**src/rtl/uart_receiver.sv**
```systemverilog
// UART 8N1 receiver: oversampled start/data/stop detection, RBR holding register with ready/overrun/framing flags.
// Latency: ~2 + OVERSAMPLE/2 + (DATA_BITS+1)*OVERSAMPLE bclk from start-bit falling edge to rx_ready (154 at defaults).
// Backpressure: none on the line; a frame completing while rx_ready=1 (and no rd_en) is dropped and sets overrun_err.
//
// Ports:
//   bclk        oversampling clock (OVERSAMPLE x baud), rising edge
//   rst         asynchronous active-low reset
//   rx_data     serial input, asynchronous to bclk, idles high
//   rd_en       one-cycle read acknowledge from the consumer
//   RBR         received byte, held until the next accepted frame
//   rx_ready    RBR holds an unread byte
//   rx_status   frame in progress (START/DATA/STOP)
//   frame_err   stop bit of the last loaded byte was 0
//   overrun_err sticky: a completed frame was dropped because RBR was unread
module uart_receiver #(
    parameter int OVERSAMPLE = 16,   // even, >= 4
    parameter int DATA_BITS  = 8     // >= 2
) (
    input  logic                 bclk,
    input  logic                 rst,
    input  logic                 rx_data,
    input  logic                 rd_en,
    output logic [DATA_BITS-1:0] RBR,
    output logic                 rx_ready,
    output logic                 rx_status,
    output logic                 frame_err,
    output logic                 overrun_err
);

    localparam int TW = $clog2(OVERSAMPLE);
    localparam int BW = $clog2(DATA_BITS + 1);

    localparam logic [TW-1:0] TICK_MID = TW'(OVERSAMPLE / 2 - 1);
    localparam logic [TW-1:0] TICK_END = TW'(OVERSAMPLE - 1);
    localparam logic [BW-1:0] BIT_LAST = BW'(DATA_BITS - 1);

    typedef enum logic [2:0] {
        S_IDLE,
        S_START,
        S_DATA,
        S_STOP,
        S_BREAK
    } state_t;

    state_t                 state_q, state_d;
    logic                   sync1_q;
    logic                   rx_s_q;
    logic [TW-1:0]          tick_q, tick_d;
    logic [BW-1:0]          bit_q, bit_d;
    logic [DATA_BITS-1:0]   shift_q, shift_d;
    logic [DATA_BITS-1:0]   rbr_q, rbr_d;
    logic                   ready_q, ready_d;
    logic                   ferr_q, ferr_d;
    logic                   ovr_q, ovr_d;
    logic                   complete;

    // Two-flop synchronizer; reset to the idle (high) line level so that
    // leaving reset never looks like a start bit.
    always_ff @(posedge bclk or negedge rst) begin
        if (!rst) begin
            sync1_q <= 1'b1;
            rx_s_q  <= 1'b1;
        end else begin
            sync1_q <= rx_data;
            rx_s_q  <= sync1_q;
        end
    end

    always_ff @(posedge bclk or negedge rst) begin
        if (!rst) begin
            state_q <= S_IDLE;
            tick_q  <= '0;
            bit_q   <= '0;
            shift_q <= '0;
            rbr_q   <= '0;
            ready_q <= 1'b0;
            ferr_q  <= 1'b0;
            ovr_q   <= 1'b0;
        end else begin
            state_q <= state_d;
            tick_q  <= tick_d;
            bit_q   <= bit_d;
            shift_q <= shift_d;
            rbr_q   <= rbr_d;
            ready_q <= ready_d;
            ferr_q  <= ferr_d;
            ovr_q   <= ovr_d;
        end
    end

    always_comb begin
        state_d  = state_q;
        tick_d   = tick_q;
        bit_d    = bit_q;
        shift_d  = shift_q;
        rbr_d    = rbr_q;
        ready_d  = ready_q;
        ferr_d   = ferr_q;
        ovr_d    = ovr_q;
        complete = 1'b0;

        unique case (state_q)
            S_IDLE: begin
                if (!rx_s_q) begin
                    tick_d  = '0;
                    state_d = S_START;
                end
            end
            S_START: begin
                // Re-check the line at the start-bit centre to reject glitches.
                if (tick_q == TICK_MID) begin
                    if (!rx_s_q) begin
                        tick_d  = '0;
                        bit_d   = '0;
                        state_d = S_DATA;
                    end else begin
                        state_d = S_IDLE;
                    end
                end else begin
                    tick_d = tick_q + TW'(1);
                end
            end
            S_DATA: begin
                // Counter is phase-aligned to bit centres by the START exit,
                // so the wrap point is the middle of each data bit.
                if (tick_q == TICK_END) begin
                    tick_d  = '0;
                    shift_d = {rx_s_q, shift_q[DATA_BITS-1:1]};
                    bit_d   = bit_q + BW'(1);
                    if (bit_q == BIT_LAST) begin
                        state_d = S_STOP;
                    end
                end else begin
                    tick_d = tick_q + TW'(1);
                end
            end
            S_STOP: begin
                if (tick_q == TICK_END) begin
                    tick_d   = '0;
                    complete = 1'b1;
                    state_d  = rx_s_q ? S_IDLE : S_BREAK;
                end else begin
                    tick_d = tick_q + TW'(1);
                end
            end
            S_BREAK: begin
                // A held-low line must return high before a new frame can start.
                if (rx_s_q) begin
                    state_d = S_IDLE;
                end
            end
            default: state_d = S_IDLE;
        endcase

        // A same-cycle rd_en frees RBR for the completing frame.
        if (complete) begin
            if (!ready_q || rd_en) begin
                rbr_d   = shift_q;
                ferr_d  = ~rx_s_q;
                ready_d = 1'b1;
                if (rd_en) begin
                    ovr_d = 1'b0;
                end
            end else begin
                ovr_d = 1'b1;
            end
        end else if (rd_en && ready_q) begin
            ready_d = 1'b0;
            ovr_d   = 1'b0;
        end
    end

    assign RBR         = rbr_q;
    assign rx_ready    = ready_q;
    assign frame_err   = ferr_q;
    assign overrun_err = ovr_q;
    assign rx_status   = (state_q == S_START) || (state_q == S_DATA) || (state_q == S_STOP);

endmodule

```
**config.mk**
```make
export PLATFORM = sky130hd
export DESIGN_NAME = uart_receiver
export DESIGN_NICKNAME = d
export VERILOG_FILES = /design/src/rtl/uart_receiver.sv
export SDC_FILE = /design/constraint.sdc
export NUM_CORES = 1
export LEC_CHECK = 0
export CAP_MARGIN = 20
export CORE_ASPECT_RATIO = 0.7
export CORE_UTILIZATION = 55
export DETAILED_ROUTE_END_ITERATION = 10
export GPL_TIMING_DRIVEN = 1
export PLACE_DENSITY = 0.78
export SLEW_MARGIN = 20
export SYNTH_ARGS = -nofsm -noshare
export SYNTH_HDL_FRONTEND = slang
export SYNTH_SLANG_ARGS = --single-unit
```
**constraint.sdc**
```tcl
create_clock -name bclk -period 1.9 [get_ports bclk]
set_input_delay 0.19 -clock bclk [delete_from_list [all_inputs] [get_ports bclk]]
set_output_delay 0.19 -clock bclk [all_outputs]
set_load 0.05 [all_outputs]
```
==> results.txt, run 1 <==
Status -> complete, no violations
Reg2Reg Depth -> 5
Residual DRC -> 0
Die H -> 45.6 microns
CP max FO -> 9
Cell-internal power -> 1310 uW
Distinct cells, synth -> 38
Routability cong. -> 0.839
Vias in the first global route -> 961
Synthesized instance count -> 120
Reg2reg end -> RBR[0]$_DFFE_PN0P_
Worst r2r src -> tick_q[0]$_DFFE_PN0P_
Cell area power density -> 1080 nW/um^2
Leak Pwr -> 0.000829 uW
Yosys top cell by area -> dfrtp_1
Post-synth EDFFs -> 0
Yosys warns -> 0
Total CTS buffers -> 5
Slew Limit Fails -> 0
CTS clk-pin slew, worst paths -> 0.07 ns
Fin nets -> 149
Reg power frac -> 45.0%
DP HPWL -> 1850 microns
Io pins -> 16
Die area -> 2930 sq um
Critical path required time -> 2.06 ns
Pin count of the biggest net entering global routing -> 33
Clock Tree Buf Depth -> 2
Worst Path Arrival -> 1.85 ns
Area growth from synthesis to layout -> 20.5%
Die X-Extent -> 64.2 microns
Final Hold Fails -> 0
RSZ-0062 raised after global routing -> no
Maximum vdd ir drop -> 0.000772 V
#FFs+latches synth -> 32
Power share of the combinational group -> 27.4%
Yosys top cell area share -> 50.3%
Startpoint types -> register
Mean Syn Cell Area -> 12.4 sq um
CTS tree -> yes
Sw Share -> 32.9%
Synth Flop Type -> dfrtp_1
Hold Path Class -> input port to async pin
Final worst-path cycle share -> 89.1%
Post-synth top cells -> dfrtp_1, mux2_2, nand3_1, nor2_1
Placed cells -> 170
Max Clock Freq -> 591 MHz
Most frequent cell after synthesis -> dfrtp_1
Routed wire per std cell -> 15.6 microns
Syn_nets -> 126
Final wirelength -> 2780 microns
Total vias in the final route -> 1035
Final ANT Viol Nets -> 0
Final setup fails -> 0
Non-Filler Instances -> 178
Initial Util -> 59.3%
Global-route wire length before repair -> 4730 microns
# hold bufs at CTS -> 0
Initial DRC Count -> 52
Port Buf Inserts -> 15
Global route overflow -> 0
Ys async rst share -> 100%
# diodes -> 0
Setup CP Type -> register to register
Clk_lat worst skew -> 0.28 ns
Setup TNS -> 0 ns
Max cap viols -> 0
Worst Skew -> 0.00713 ns
Synth top area cells -> dfrtp_1, mux2_2, dfstp_2
Setup bufs post-CTS -> 0
Core area -> 2510 sq um
Overall global routing resource usage -> 22.4%
First-pass DRT Iterations -> 4
CP endpoint kind -> register
Mapped Area -> 1490 sq um
Actual slew at the worst max-slew pin -> 0.497 ns
Row Count -> 15
Htree depth -> 2
Slew margin rel. -> 66.8%
Initial antenna violation count -> 0
Sequential area share after synthesis -> 53.9%
Min cycle time layout -> 1.69 ns
Share of cells above drive strength 1 -> 27.8%
Clock Power Share -> 27.6%
CTS root buf -> clkbuf_8
CTS sink cnt -> 32
Worst R2R Setup Slack -> 0.21 ns
Fillers -> 186
P_sw -> 641 uW
DR vias/cell -> 5.81
placed cells by master, fill, tap and decap left out, types with 2 or more instances in the layout:
cell and instances:
nor2_1 6, a22oi_1 3, mux2_2 18, dfstp_2 2, o21ai_0 4, clkdlybuf4s50_1 14
mux2i_1 3, dfrtp_1 30, clkbuf_1 2, o22ai_1 3, inv_1 5, ha_1 2
nor2b_1 5, clkbuf_8 6, buf_4 8, nand3b_1 3, nand3_1 6, a21oi_1 2
worst max-delay path, stage by stage, from the launching register on:
cell     delay, ns
dfrtp_1       0.37
ha_1          0.23
nand4_2       0.16
nor4b_4       0.23
buf_4         0.22
mux2_2        0.36
metal layers:
metal  up-vias  GRT usage, %  part of all wire (%)
li1        489             -                     -
met3         5          7.50                   3.8
met2        20          34.9                    47
met4         0          6.67                  0.86
met1       521          30.3                    48
met5         -             0                     0
power groups by stage:
stage          sequential, uW  combinational (uW)  clock, uW
2_1_floorplan             823                 425          0
3_3_place_gp              878                 517          0
3_5_place_dp              887                 534          0
4_1_cts                   875                 534        543
5_1_grt                   893                 591        572
6_report                  876                 534        537
stage by stage:
step	total power [uW]	hold slack [ns]	util [%]	area, sq um	worst slack (ns)
final	1950	0.304	71.4	1800	0.208
after global routing	2060	0.318	71.4	1800	0.0988
after CTS	1950	0.314	71.4	1800	0.0986
after detailed placement	1420	0.348	67.8	1710	0.119
after global placement	1390	0.348	67.8	1710	0.154
after floorplan	1250	-0.106	-	1490	0.0935
cells by family (layout without fill, tap and decap cells):
| family | count (synthesis) | after routing | synth area share (%) |
|---|---|---|---|
| xor gates and xnor gates | 1 | 1 | 0.587 |
| and+or+nand+nor | 33 | 33 | 15.7 |
| muxes | 21 | 21 | 15.6 |
| AOI/OAI and AO/OA | 20 | 20 | 9.40 |
| DFF | 32 | 32 | 53.9 |
| buffers and inverters | 11 | 35 | 3.19 |
| adders and majority gates | 2 | 2 | 1.68 |
flip-flops by register name, indices dropped and copies added, names as in the netlist:
signal       count
state_q          3
RBR              8
overrun_err      1
rx_s_q           1
sync1_q          1
bit_q            4
rx_ready         1
tick_q           4
frame_err        1
shift_q          8
final cells by class:
cell class	count	area, sq um	share of cell area [%]
flip-flops and latches	32	803	44.7
multi-input cells	77	642	35.7
repair buffers	22	200	11.1
clock buffers	8	90.1	5.01
well taps	34	42.5	2.37
inverters	5	18.8	1.04
how the worst max path moves through the flow:
stage | from | endpoint | slack (ns)
5_1_grt | tick_q[0]$_DFFE_PN0P_ | RBR[0]$_DFFE_PN0P_ | 0.1
3_5_place_dp | tick_q[0]$_DFFE_PN0P_ | shift_q[5]$_DFFE_PN0P_ | 0.12
4_1_cts | tick_q[0]$_DFFE_PN0P_ | shift_q[3]$_DFFE_PN0P_ | 0.1
3_3_place_gp | tick_q[0]$_DFFE_PN0P_ | shift_q[5]$_DFFE_PN0P_ | 0.15
6_report | tick_q[0]$_DFFE_PN0P_ | RBR[0]$_DFFE_PN0P_ | 0.21
2_1_floorplan | rx_ready$_DFFE_PN0P_ | RBR[0]$_DFFE_PN0P_ | 0.09
repair_timing:
| item | 4_1_cts | 5_1_grt |
|---|---|---|
| resized for setup | 0 | 1 |
| endpoints found under the hold margin | 0 | 0 |
| setup endpoints to repair | 0 | 6 |
No activity file was read; power rests on OpenSTA's default activity.
==> run 2: changes to the inputs <==
--- a/config.mk
+++ b/config.mk
@@ -10,7 +10,7 @@
 export CORE_UTILIZATION = 55
 export DETAILED_ROUTE_END_ITERATION = 10
 export GPL_TIMING_DRIVEN = 1
-export PLACE_DENSITY = 0.78
+export PLACE_DENSITY = 0.89
 export SLEW_MARGIN = 20
 export SYNTH_ARGS = -nofsm -noshare
 export SYNTH_HDL_FRONTEND = slang
==> results.txt, run 2 (synthesized netlist as in run 1, its figures left out) <==
Status -> complete, no violations
DP HPWL -> 1960 microns
CTS clk-pin slew, worst paths -> 0.06 ns
Leak Pwr -> 0.000820 uW
Worst Path Arrival -> 1.95 ns
Setup bufs post-CTS -> 0
Initial antenna violation count -> 0
Worst R2R Setup Slack -> 0.12 ns
Die X-Extent -> 64.2 microns
Setup TNS -> 0 ns
Placed cells -> 169
Share of cells above drive strength 1 -> 27.3%
Non-Filler Instances -> 177
Cell chain of the critical path -> ha_1, nand4_2, nor4b_4, buf_4, mux2_2
Critical path required time -> 2.07 ns
Slowest cell on crit path -> dfrtp_1
Max cap viols -> 0
Fin nets -> 148
Slew margin rel. -> 65.7%
Worst Skew -> 0.00801 ns
CTS tree -> yes
Io pins -> 16
Buf/Inv on CP -> 1
Final wirelength -> 2770 microns
Maximum vdd ir drop -> 0.000710 V
CTS root buf -> clkbuf_8
Clock Power Share -> 25.4%
Sw Share -> 33.4%
# diodes -> 0
Actual slew at the worst max-slew pin -> 0.513 ns
Power share of the combinational group -> 27.4%
Crit path largest cell delay -> 0.37 ns
Cell-internal power -> 1250 uW
Pin count of the biggest net entering global routing -> 33
CP endpoint kind -> register
Clk_lat worst skew -> 0.28 ns
Most common cell after layout, fill and taps aside -> dfrtp_1
Clock Tree Buf Depth -> 2
Total CTS buffers -> 5
Final Hold Fails -> 0
Htree depth -> 2
First-pass DRT Iterations -> 4
Overall global routing resource usage -> 20.8%
Port Buf Inserts -> 15
Startpoint types -> register
Routed wire per std cell -> 15.6 microns
Reg power frac -> 47.1%
Min cycle time layout -> 1.78 ns
Initial Util -> 59.3%
Core area -> 2510 sq um
Worst r2r src -> tick_q[1]$_DFFE_PN0P_
Reg2Reg Depth -> 5
Residual DRC -> 0
Routability cong. -> 0.855
Die area -> 2930 sq um
Max Clock Freq -> 561 MHz
Vias in the first global route -> 949
Final ANT Viol Nets -> 0
Row Count -> 15
Die H -> 45.6 microns
Total vias in the final route -> 1023
Hold Path Class -> input port to async pin
Cell area power density -> 1050 nW/um^2
Setup CP Type -> register to register
Reg2reg end -> RBR[2]$_DFFE_PN0P_
Cell family with most CP delay -> simple AND/OR/NAND/NOR gates
DR vias/cell -> 5.78
Final setup fails -> 0
RSZ-0062 raised after global routing -> no
P_sw -> 627 uW
CP max FO -> 7
# hold bufs at CTS -> 0
Global route overflow -> 0
Final worst-path cycle share -> 93.8%
Most frequent cells in the layout -> dfrtp_1, mux2_2, clkdlybuf4s50_1
CTS sink cnt -> 32
Slew Limit Fails -> 0
Area growth from synthesis to layout -> 19.4%
Global-route wire length before repair -> 4310 microns
Initial DRC Count -> 58
run 2: worst max-delay path by stage:
stage | from | to | slack, ns | cells past startpoint
after floorplan | rx_ready$_DFFE_PN0P_ | RBR[0]$_DFFE_PN0P_ | 0.09 | 3
after global placement | tick_q[0]$_DFFE_PN0P_ | shift_q[5]$_DFFE_PN0P_ | 0.12 | 4
after detailed placement | tick_q[1]$_DFFE_PN0P_ | shift_q[0]$_DFFE_PN0P_ | 0.02 | 4
after CTS | tick_q[1]$_DFFE_PN0P_ | RBR[2]$_DFFE_PN0P_ | 0.13 | 5
after global routing | tick_q[1]$_DFFE_PN0P_ | RBR[0]$_DFFE_PN0P_ | 0.03 | 5
final | tick_q[1]$_DFFE_PN0P_ | RBR[2]$_DFFE_PN0P_ | 0.12 | 5
run 2: timing repair:
action | in CTS | in global routing
hold endpoints to repair | 0 | 0
gates resized for setup | 1 | 0
endpoints found under the setup margin | 6 | 0
run 2: routing by layer:
metal,GRT usage [%],wire length (microns)
met1,25.9,1340
met2,32.4,1290
met3,8.50,113
met4,9.33,32
met5,0,0
run 2: cell type report:
cell class / count / area [sq um]
clock buffers: 7 / 76.3
well taps: 34 / 42.5
repair buffers: 21 / 193
multi-input cells: 77 / 642
clock inverters: 1 / 5.00
fillers: 197 / 734
inverters: 5 / 18.8
flip-flops and latches: 32 / 803
run 2: stage by stage:
step	setup WS, ns	instance area [sq um]	hold slack [ns]	utilization, %	total power (uW)
floorplan	0.0935	1490	-0.106	-	1250
finish	0.118	1780	0.300	70.8	1880
global placement	0.116	1700	0.348	67.5	1370
global route	0.0303	1780	0.315	70.8	1970
CTS	0.126	1780	0.311	70.8	1890
detailed placement	0.0156	1700	0.349	67.5	1400
run 2: power groups by stage:
stage	registers [uW]	clock network, uW	logic, uW
6_report	884	477	515
5_1_grt	900	521	553
4_1_cts	882	493	513
3_5_place_dp	894	0	510
3_3_place_gp	881	0	486
2_1_floorplan	823	0	425
